`config.mk`:
```
export PLATFORM = sky130hd
export DESIGN_NAME = seg_scan_ctrl_flat
export DESIGN_NICKNAME = d
export VERILOG_FILES = /design/src/rtl/seg_scan_if.sv /design/src/rtl/seg_scan_ctrl.sv /design/src/flat_wrapper.sv
export SDC_FILE = /design/constraint.sdc
export NUM_CORES = 1
export LEC_CHECK = 0
export CAP_MARGIN = 10
export CORE_MARGIN = 2
export CORE_UTILIZATION = 30
export DETAILED_ROUTE_END_ITERATION = 10
export GPL_ROUTABILITY_DRIVEN = 0
export PLACE_DENSITY = 0.46
export SLEW_MARGIN = 20
export SYNTH_ARGS = -nofsm -noshare
export SYNTH_HDL_FRONTEND = slang
export SYNTH_SLANG_ARGS = --single-unit
```
`constraint.sdc`:
```
create_clock -name clk -period 3.32 [get_ports clk]
set_clock_uncertainty 0.2 [all_clocks]
set_input_delay 0.664 -clock clk [delete_from_list [all_inputs] [get_ports clk]]
set_output_delay 0.664 -clock clk [all_outputs]
set_load 0.01 [all_outputs]
```
`src/rtl/seg_scan_if.sv`:
```
// Valid/ready word transfer into the seven-segment scan controller.
interface seg_scan_if;
  logic [15:0] in_data;
  logic        in_valid;
  logic        in_ready;

  modport master (output in_data, output in_valid, input in_ready);
  modport slave  (input in_data, input in_valid, output in_ready);
endinterface

```
`src/rtl/seg_scan_ctrl.sv`:
```
// Four-digit common-anode seven-segment scanner with frame-aligned
// double-buffered updates, per-slot anode-off guard and leading-zero blanking.
module seg_scan_ctrl #(
  parameter int unsigned SCAN_DIV = 50000,
  parameter int unsigned GUARD    = 500
) (
  input  logic         clk,
  input  logic         rst_n,
  input  logic         en_i,
  input  logic         blank_lz_i,
  seg_scan_if.slave    bus,
  output logic [6:0]   seg_n_o,
  output logic [3:0]   an_n_o,
  output logic         frame_tick_o
);

  localparam int unsigned SW = (SCAN_DIV > 1) ? $clog2(SCAN_DIV) : 1;
  localparam logic [SW-1:0] SLOT_LAST = SW'(SCAN_DIV - 1);
  localparam logic [SW-1:0] SLOT_PRE  = SW'(SCAN_DIV - 2);
  localparam logic [SW-1:0] GUARD_CNT = SW'(GUARD);

  typedef enum logic [1:0] {OFF, GUARD_ST, DRIVE} state_e;

  state_e        state_q, state_d;
  logic [SW-1:0] slot_q, slot_d;
  logic [1:0]    digit_q, digit_d;
  logic [15:0]   disp_q, disp_d;
  logic [15:0]   pend_q, pend_d;
  logic          pend_v_q, pend_v_d;
  logic [6:0]    seg_d;
  logic [3:0]    an_d;
  logic          tick_d;

  logic          running;
  logic          boundary;
  logic          xfer;
  logic          lit;
  logic          blank;
  logic [3:0]    nib;
  logic [6:0]    glyph;

  assign bus.in_ready = !pend_v_q;
  assign xfer         = bus.in_valid && !pend_v_q;
  assign running      = (state_q != OFF);
  assign boundary     = running && en_i && (digit_q == 2'd3) && (slot_q == SLOT_LAST);

  always_comb begin
    state_d = OFF;
    slot_d  = '0;
    digit_d = '0;
    if (en_i) begin
      if (!running) begin
        slot_d  = '0;
        digit_d = '0;
      end else if (slot_q == SLOT_LAST) begin
        slot_d  = '0;
        digit_d = digit_q + 2'd1;
      end else begin
        slot_d  = slot_q + 1'b1;
        digit_d = digit_q;
      end
      state_d = (slot_d < GUARD_CNT) ? GUARD_ST : DRIVE;
    end
  end

  // A pending word drains at a frame boundary or whenever the scan is off;
  // a boundary transfer with nothing pending bypasses the buffer.
  always_comb begin
    disp_d   = disp_q;
    pend_d   = pend_q;
    pend_v_d = pend_v_q;
    if (pend_v_q && (boundary || !running)) begin
      disp_d   = pend_q;
      pend_v_d = 1'b0;
    end else if (xfer && boundary) begin
      disp_d = bus.in_data;
    end else if (xfer) begin
      pend_d   = bus.in_data;
      pend_v_d = 1'b1;
    end
  end

  always_comb begin
    nib = disp_q[{digit_q, 2'b00} +: 4];
    case (digit_q)
      2'd3:    blank = blank_lz_i && (disp_q[15:12] == 4'h0);
      2'd2:    blank = blank_lz_i && (disp_q[15:8]  == 8'h00);
      2'd1:    blank = blank_lz_i && (disp_q[15:4]  == 12'h000);
      default: blank = 1'b0;
    endcase
    case (nib)
      4'h0:    glyph = 7'h40;
      4'h1:    glyph = 7'h79;
      4'h2:    glyph = 7'h24;
      4'h3:    glyph = 7'h30;
      4'h4:    glyph = 7'h19;
      4'h5:    glyph = 7'h12;
      4'h6:    glyph = 7'h02;
      4'h7:    glyph = 7'h78;
      4'h8:    glyph = 7'h00;
      4'h9:    glyph = 7'h10;
      4'hA:    glyph = 7'h08;
      4'hB:    glyph = 7'h03;
      4'hC:    glyph = 7'h46;
      4'hD:    glyph = 7'h21;
      4'hE:    glyph = 7'h06;
      default: glyph = 7'h0E;
    endcase
    // en_i gates the anodes directly so the display goes dark one cycle after en drops.
    lit    = en_i && (state_q == DRIVE);
    an_d   = lit ? ~(4'b0001 << digit_q) : '1;
    seg_d  = (lit && !blank) ? glyph : '1;
    // Registered one cycle ahead so the pulse coincides with the boundary cycle.
    tick_d = running && en_i && (digit_q == 2'd3) && (slot_q == SLOT_PRE);
  end

  always_ff @(posedge clk or negedge rst_n) begin
    if (!rst_n) begin
      state_q      <= OFF;
      slot_q       <= '0;
      digit_q      <= '0;
      disp_q       <= '0;
      pend_q       <= '0;
      pend_v_q     <= 1'b0;
      seg_n_o      <= '1;
      an_n_o       <= '1;
      frame_tick_o <= 1'b0;
    end else begin
      state_q      <= state_d;
      slot_q       <= slot_d;
      digit_q      <= digit_d;
      disp_q       <= disp_d;
      pend_q       <= pend_d;
      pend_v_q     <= pend_v_d;
      seg_n_o      <= seg_d;
      an_n_o       <= an_d;
      frame_tick_o <= tick_d;
    end
  end

endmodule

```
`src/flat_wrapper.sv`:
```
// flat-port wrapper written by rule: the top's interface ports become plain ports
module seg_scan_ctrl_flat 
#(
  parameter int unsigned SCAN_DIV = 50000,
  parameter int unsigned GUARD    = 500
)
  (clk, rst_n, en_i, blank_lz_i, seg_n_o, an_n_o, frame_tick_o, bus_in_data, bus_in_valid, bus_in_ready);
  seg_scan_if bus_i ();
  input  logic clk;
  input  logic rst_n;
  input  logic en_i;
  input  logic blank_lz_i;
  output logic [6:0] seg_n_o;
  output logic [3:0] an_n_o;
  output logic frame_tick_o;
  input wire logic [$bits(bus_i.in_data)-1:0] bus_in_data;
  input wire logic [$bits(bus_i.in_valid)-1:0] bus_in_valid;
  output wire logic [$bits(bus_i.in_ready)-1:0] bus_in_ready;
  assign bus_i.in_data = bus_in_data;
  assign bus_i.in_valid = bus_in_valid;
  assign bus_in_ready = bus_i.in_ready;
  seg_scan_ctrl #(.SCAN_DIV(SCAN_DIV), .GUARD(GUARD)) u_core (.clk(clk), .rst_n(rst_n), .en_i(en_i), .blank_lz_i(blank_lz_i), .bus(bus_i), .seg_n_o(seg_n_o), .an_n_o(an_n_o), .frame_tick_o(frame_tick_o));
endmodule
```
## Yosys cells after proc, flatten, opt, wreduce, memory -nomap -nowiden

Memory sizes are Yosys's and may differ from the RTL's.
Index checks and enable logic that the tools add are counted.

- Add/sub/neg operators: 2
- Multipliers: 0
- Div/mod/pow operators: 0
- $lt $le $gt $ge: 1
- Equal/unequal tests: 8
- Shifts and indexed selects: 2
- Mux-type cells: 17
- Bitwise logic cells: 3
- Reduce and logical (&&, ||, !) cells: 24

Operators with widths:

| cell | count |
|---|---|
| $mux 16 | 6 |
| $eq 16x16->1 const B | 2 |
| $add 16x1->16 const B | 1 |
| $lt 16x9->1 const B | 1 |
| $shiftx 16x5->4 | 1 |
| $logic_and 1x1->1 | 12 |
| $logic_not 12->1 | 1 |
| $mux 2 | 5 |
| $logic_not 8->1 | 1 |
| $mux 7 | 1 |
| $eq 2x2->1 const B | 3 |
| $reduce_bool 2->1 | 3 |
| $logic_not 4->1 | 1 |
| $mux 4 | 1 |
| $not 4->4 | 1 |
| $shl 1x2->4 const A | 1 |
| $logic_not 1->1 | 3 |
| $mux 1 | 3 |
| $ne 3x3->1 const B | 1 |
| $pmux 1 s3 | 1 |
| $reduce_and 3->1 | 1 |
| $add 2x1->2 const B | 1 |
| $eq 2x1->1 const B | 1 |
| $ne 2x1->1 const B | 1 |
| 3 further kinds | 4 |

- Register bits after elaboration: 65
- Latch bits: 0
- Memory bits (writable): 0
- Bits in read-only memories: 112
- Bits of input ports: 21
- Word-level logic and storage cells: 67
- Memories kept: 1

Memories:

| memory | depth | width | read ports | clocked after memory_dff | wr ports | line | text |
|---|---|---|---|---|---|---|---|
| (no name shown) | 16 | 7 | 1 | 0 | 0 | seg_scan_ctrl.sv:91 | `case (nib)` |

## Logic depth before layout (Yosys ltp)

Gate-level depths: netlist of run 1.

- Depth in word-level cells: 8
- Depth in mapped cells: 9

## Worst setup path after synthesis of run 1

OpenSTA, ideal clock, no wires.

- Path kind: reg-to-reg
- From: reg u_core.slot_q[4]
- To: reg u_core.pend_q[0]
- Setup time: 0.125 ns
- Arrival: 2.260 ns
- Slack: 0.735 ns
- Stages on the path, launching flop included: 8
- Buffers on the path: 2
- Clock period less this slack: 2.585 ns
- Cell sequence: dfrtp_1 > buf_6 > or4b_4 > nor4_4 > nand2_4 > o21bai_4 > buf_4 > mux2_2

- Longest elaborated chain between the ends: 6

Ends and longest elaborated chain:

| item | line | text |
|---|---|---|
| start, declared | seg_scan_ctrl.sv:25 | `logic [SW-1:0] slot_q, slot_d;` |
| start signal, assigned | seg_scan_ctrl.sv:130 | `slot_q <= slot_d;` |
| $eq 16x16->1 (*) | seg_scan_ctrl.sv:45 | `assign boundary = running && en_i && (digit_q == 2'd3) && (slot_q == SLOT_LAST);` |
| $logic_and 1x1->1 (*) | seg_scan_ctrl.sv:45 |  |
| $logic_or 1x1->1 | seg_scan_ctrl.sv:72 | `if (pend_v_q && (boundary \|\| !running)) begin` |
| $logic_and 1x1->1 | seg_scan_ctrl.sv:72 |  |
| $not 1->1 (no line) | n/a |  |
| $reduce_and 3->1 (no line) (*) | n/a |  |
| end signal, assigned | seg_scan_ctrl.sv:133 | `pend_q <= pend_d;` |
| end, declared | seg_scan_ctrl.sv:28 | `logic [15:0] pend_q, pend_d;` |

Mark *: on every way between the ends. The rest lies on a longest branch, timed or not.
A chain may end at the register's enable or synchronous reset.

## Worst setup path after layout of run 1

- From: reg u_core.slot_q[4]
- To: reg u_core.pend_q[2]

The elaborated chain is that of the path after synthesis.

==> results of run 1 <==
[worst reg2reg max path, cell delays in order, from the launching register on]
cell,delay [ps]
dfrtp_1,470
or4b_4,570
nor4_4,390
nand2_4,150
o21bai_4,480
mux2_2,410
[flip-flops by register name, indices dropped and copies added, names as in the netlist]
name / flops
u_core.pend_q: 16
u_core.disp_q: 16
u_core.digit_q: 2
u_core.pend_v_q: 1
u_core.an_n_o: 4
u_core.frame_tick_o: 1
u_core.slot_q: 16
u_core.state_q: 2
u_core.seg_n_o: 7
[stage by stage]
| step | power, mW | hold slack (ps) | cell area (sq um) | worst slack, ps | util |
|---|---|---|---|---|---|
| final | 2.55 | 107 | 4050 | 533 | 0.372 |
| after global routing | 2.71 | 130 | 4050 | 384 | 0.372 |
| after CTS | 2.59 | 122 | 4050 | 490 | 0.372 |
| after detailed placement | 1.83 | 270 | 3840 | 504 | 0.352 |
| after global placement | 1.82 | 271 | 3840 | 541 | 0.352 |
| after floorplan | 1.64 | 168 | 3370 | 735 | - |
[metal layers]
layer	up-vias	GRT usage
met1	1107	0.179
met4	0	0.0515
met5	-	0
met3	11	0.0388
met2	35	0.194
li1	1135	-
[cell families (layout without fill, tap and decap cells)]
| family | count (synthesis) | in the layout | synth area share |
|---|---|---|---|
| adder cells (fa/ha/maj) | 12 | 12 | 0.0445 |
| multiplexers | 23 | 23 | 0.0890 |
| buffers and inverters | 27 | 66 | 0.0397 |
| XOR/XNOR | 16 | 16 | 0.0415 |
| AND/OR/NAND/NOR | 91 | 91 | 0.151 |
| flip-flops | 65 | 65 | 0.486 |
| AO/OA/AOI/OAI | 62 | 62 | 0.148 |
[area by class of cell]
type | count | area [sq um]
Inverter | 12 | 45.0
Clock inverter | 6 | 82.6
Timing Repair Buffer | 38 | 375
Sequential cell | 65 | 1640
Clock buffer | 10 | 128
Tap cell | 140 | 175
Fill cell | 1104 | 6840
Multi-Input combinational cell | 204 | 1600
[cells in the mapped netlist (2+ instances only)]
cell       n
or4_1      2
buf_4      2
a21oi_1    6
o21a_1     2
and2_1     2
nand2_1   19
o211ai_1   4
nand3_1    8
mux4_2     4
nor3_1     7
a21o_2     6
and3_1     2
buf_2      2
mux2i_1    3
clkbuf_1   8
nor2_1    24
mux2_2    15
buf_6      3
ha_1      12
nand4_1    5
xor2_1     2
o21ai_0    6
o221ai_1   3
a22o_2     6
nand4b_1   2
inv_1     12
xnor2_1   14
dfrtp_1   54
or2_2      2
a21o_1    10
dfstp_2   11
nor3b_1    2
nor4_1     4
a22o_1    10
[final timing paths]
path / from / end / slack [ps] / cells after the start
worst max-delay path: u_core.slot_q[4] / u_core.pend_q[2] / 530 / 5
worst min-delay path: rst_n / u_core.pend_q[4] / 110 / 2
worst max register to register: u_core.slot_q[4] / u_core.pend_q[2] / 530 / 5
worst min register to register: u_core.disp_q[0] / u_core.disp_q[0] / 290 / 1
max in group asynchronous: rst_n / u_core.seg_n_o[6] / 2460 / 2
min in group clk: u_core.disp_q[0] / u_core.disp_q[0] / 290 / 1
[power by group]
group	internal [mW]	total (mW)	leakage [nW]	switching, mW
registers	0.994	1.12	0.803	0.125
clock network	0.419	0.736	0.106	0.317
logic	0.367	0.690	0.794	0.324
==> summary.md, run 1 <==
| Metric | Value |
|---|---|
| DP Cell Count | 459 |
| Status | finished clean |
| Ant diodes | 0 |
| Vias in the first global route | 2,342 |
| Family with the most delay on the worst path | simple AND/OR/NAND/NOR gates |
| Setup repair bufs after CTS | 0 |
| Startpoint types | register |
| Detailed Route WL | 7010 um |
| Die Ht | 110 um |
| Total Routing Usage GR | 0.131 |
| Wire length of the first global-routing pass | 12,000 um |
| Clk pin slew, worst setup/hold paths | 80 ps |
| Metal2 WL | 3110 um |
| Post-CTS Hold Fix Bufs | 0 |
| Most common cell after layout, fill and taps aside | dfrtp_1 |
| Die Area | 0.0121 sq mm |
| Final Max Slew Viols | 0 |
| Met3 WL | 279 um |
| CTS tree | done |
| Post_cts resized | 0 |
| Crit-path max FO | 17 |
| Vias/cell | 4.82 |
| Max incr delay on CP | 570 ps |
| # H-tree levels | 3 |
| Yosys top cell by area | dfrtp_1 |
| Final ANT Viol Nets | 0 |
| Max Freq | 359 MHz |
| Routed len/inst | 14.8 um |
| Area Growth Syn to Fin | 19.9% |
| Clock sinks | 65 |
| Worst path slowest cell | or4b_4 |
| Mapped Avg Cell Area | 11.4 sq um |
| Met1 Routed Length | 3500 um |
| Most frequent cells in the layout | dfrtp_1 (54), clkdlybuf4s50_1 (32), nor2_1 (24) |
| Buf/Inv on CP | 0 |
| Yosys warns | 0 |
| Post-synth ARST share | 1.00 |
| Final setup viols | 0 |
| Initial antenna violation count | 0 |
| Chip Width | 110 um |
| Final HPWL DP | 4940 um |
| GRT overflow | 0 |
| Row count | 38 |
| Period utilization | 0.840 |
| TNS Setup | 0 ps |
| Tightest Pin Transition | 607 ps |
| Hold WC Path Type | in -> async |
| Power Dens Cells | 629 mW/mm^2 |
| I/O Buffers | 33 |
| DR iter-0 viols | 89 |
| CP Class | reg -> reg |
| Worst vdd rail ir drop | 231 uV |
| #FFs+latches synth | 65 |
| Largest net degree at the start of global routing | 66 |
| Critical-path cell list | or4b_4, nor4_4, nand2_4, o21bai_4, mux2_2 |
| Crit. End Element | register |
| Core area | 0.0109 sq mm |
| Final Critical Period | 2790 ps |
| Post-synth EDFFs | 0 |
| Post-route insts no fill | 475 |
| First-pass detailed-route iteration total | 4 |
| Top sig layer | met4 |
| Post-Syn Nets | 329 |
| Nets | 363 |
| Synth area leaders | dfrtp_1 (40%), dfstp_2 (8.6%), mux2_2 (5.0%) |
| Drt drc | 0 |
| Unique masters post-synth | 56 |
| Synth Instances | 296 |
| Max-cap check violation count | 0 |
| Clk buf depth | 2 |
| Critical path required time | 3360 ps |
| Max_slew headroom | 0.594 |
| Num CTS Buffers | 9 |
| Setup repair after global routing missed its margin | no |
| Via count | 2,288 |
| Post-synthesis sequential area ratio | 0.486 |
| I/O pin cnt | 34 |
| Clock Latency Late Sink | 350 ps |
| Mapped cell area | 0.00337 sq mm |
| WP data arrival | 2820 ps |
| Initial Util | 0.310 |
| Synth top area share | 0.400 |
| Most used DFF post-synth | dfrtp_1 |
| Leakage | 1.70 nW |
| Root Buffer | clkbuf_8 |
| Fin. Hold Viols | 0 |
| Layout cell share with drive strength beyond 1 | 0.224 |
No activity file was read; power rests on OpenSTA's default activity.
==> run 2: changes to the inputs <==
==> constraint.sdc (replaced) <==
create_clock -name clk -period 2.6 [get_ports clk]
set_clock_uncertainty 0.2 [all_clocks]
set_input_delay 0.52 -clock clk [delete_from_list [all_inputs] [get_ports clk]]
set_output_delay 0.52 -clock clk [all_outputs]
set_load 0.01 [all_outputs]
==> run 2 against run 1 <==
Effect of this change:
- non-clock buffer count grew 15
- via count grew 2.5%
- clock-buffer cell count shrank 1
- core utilization grew 1.1 points
- combinational power grew 34%
- critical endpoint is now u_core.pend_q[9]
- largest cell class unchanged
- highest routed layer unchanged
==> summary.md, run 2 (synthesis results as in run 1) <==
| Metric | Value |
|---|---|
| Final Critical Period | 2480 ps (was 2790 ps) |
| Final setup viols | 0 (unchanged) |
| Most common cell after layout, fill and taps aside | dfrtp_1 (unchanged) |
| Critical path required time | 2630 ps (was 3360 ps) |
| Status | finished clean (unchanged) |
| Max_slew headroom | 0.656 (was 0.594) |
| Max Freq | 404 MHz (was 359 MHz) |
| Routed len/inst | 14.5 um (was 14.8 um) |
| Num CTS Buffers | 9 (unchanged) |
| CTS tree | done (unchanged) |
| Vias in the first global route | 2,352 (was 2,342) |
| Initial Util | 0.310 (unchanged) |
| Leakage | 1.78 nW (was 1.70 nW) |
| Area Growth Syn to Fin | 23.5% (was 19.9%) |
| Layout cell share with drive strength beyond 1 | 0.260 (was 0.224) |
| Top flop regs | u_core.disp_q x16, u_core.pend_q x16, u_core.slot_q x16 (unchanged) |
| Nets | 378 (was 363) |
| Clock Latency Late Sink | 340 ps (was 350 ps) |
| TNS Setup | 0 ps (unchanged) |
| Drt drc | 0 (unchanged) |
| Die Area | 0.0121 sq mm (unchanged) |
| WP data arrival | 2500 ps (was 2820 ps) |
| Setup repair after global routing missed its margin | no (unchanged) |
| Final HPWL DP | 5240 um (was 4940 um) |
| GRT overflow | 0 (unchanged) |
| Crit-path max FO | 17 (unchanged) |
| R2r setup slk | 120 ps (was 530 ps) |
| Fin. Hold Viols | 0 (unchanged) |
| Chip Width | 110 um (unchanged) |
| I/O Buffers | 33 (unchanged) |
| Smallest hold slack | 287 ps (was 107 ps) |
| Die Ht | 110 um (unchanged) |
| Period utilization | 0.952 (was 0.840) |
| Max-cap check violation count | 0 (unchanged) |
| Power Dens Cells | 772 mW/mm^2 (was 629 mW/mm^2) |
| Fill cells | 1,086 (was 1,104) |
| Largest net degree at the start of global routing | 42 (was 66) |
| DR iter-0 viols | 124 (was 89) |
| Detailed Route WL | 7080 um (was 7010 um) |
| Core area | 0.0109 sq mm (unchanged) |
| Vias/cell | 4.79 (was 4.82) |
| Via count | 2,346 (was 2,288) |
| Ant diodes | 0 (unchanged) |
| CP Class | reg -> reg (unchanged) |
| Clk buf depth | 2 (unchanged) |
| Final ANT Viol Nets | 0 (unchanged) |
| First-pass detailed-route iteration total | 4 (unchanged) |
| Total Routing Usage GR | 0.130 (was 0.131) |
| I/O pin cnt | 34 (unchanged) |
| Worst vdd rail ir drop | 313 uV (was 231 uV) |
| Row count | 38 (unchanged) |
| Clock sinks | 65 (unchanged) |
| Pwr Total | 3.22 mW (was 2.55 mW) |
| Root Buffer | clkbuf_8 (unchanged) |
| Crit. End Element | register (unchanged) |
| Wire length of the first global-routing pass | 12,000 um (about the same) |
| Most frequent cells in the layout | dfrtp_1 (54), clkdlybuf4s50_1 (32), nor2_1 (24) (unchanged) |
| Hold WC Path Type | reg -> reg (was in -> async) |
| Clk pin slew, worst setup/hold paths | 80 ps (about the same) |
| Initial antenna violation count | 0 (unchanged) |
| # H-tree levels | 3 (unchanged) |
| Tightest Pin Transition | 516 ps (was 607 ps) |
| Final Max Slew Viols | 0 (unchanged) |
| Startpoint types | register (unchanged) |
==> run 2: changes by cell type in the layout (fill, tap and decap cells not counted), sizes merged <==
cell         delta
clkbuf          -1
dlygate4sd3     +1
inv             +2
clkinvlp        +1
bufinv          -1
buf            +14
clkinv          -1
==> run 2: final timing paths <==
check,startpoint,end,cells after the start
hold reg to reg,u_core.disp_q[1],u_core.disp_q[1],1
min in group asynchronous,rst_n,u_core.pend_q[4],3
hold / removal,u_core.disp_q[1],u_core.disp_q[1],1
setup reg to reg,u_core.slot_q[11],u_core.pend_q[9],6
setup / recovery,u_core.slot_q[11],u_core.pend_q[9],6
max in group asynchronous,rst_n,u_core.an_n_o[1],3
==> run 2: timing repair <==
item                                    in CTS  in global routing
setup buffers                                0                  0
gates resized for setup                      0                  1
hold endpoints to repair                    24                  0
endpoints found under the setup margin       0                  4
hold buffers                                 1                  0
==> run 2: layout make-up <==
class / count / area (sq um) / area share
multi-input cells: 204 / 1600 / 0.385
repair buffers: 53 / 503 / 0.121
clock inverters: 7 / 76.3 / 0.0183
inverters: 12 / 45.0 / 0.0108
flip-flops and latches: 65 / 1640 / 0.394
clock buffers: 9 / 124 / 0.0297
well taps: 140 / 175 / 0.0420
==> run 2: layer usage <==
layer,vias up,wire length (um),GRT usage
li1,1164,-,-
met1,1138,3680,0.187
met2,36,3050,0.188
met3,8,237,0.0241
met4,0,119,0.0624
met5,-,0,0
==> run 2: power breakdown <==
part	leakage (nW)	total [mW]	internal, mW	switching [mW]
Clock	0.0962	0.867	0.449	0.418
Combinational	0.877	0.922	0.499	0.423
Sequential	0.803	1.43	1.27	0.159
==> run 2: stage by stage <==
step | utilization | std cells | cell area (sq um) | setup slack, ps
floorplan | - | 296 | 3370 | 15.2
global placement | 0.363 | 473 | 3950 | 116
detailed placement | 0.363 | 473 | 3950 | 113
CTS | 0.382 | 490 | 4160 | 84.0
global route | 0.383 | 490 | 4170 | 9.56
finish | 0.383 | 490 | 4170 | 124
==> run 2: worst max-delay path, cell delays in order, from the launching register on <==
cell      delay, ps
dfrtp_1         380
or4b_4          550
nor4_4          390
nand2_4         150
o21bai_4        180
buf_12          170
mux2_2          340
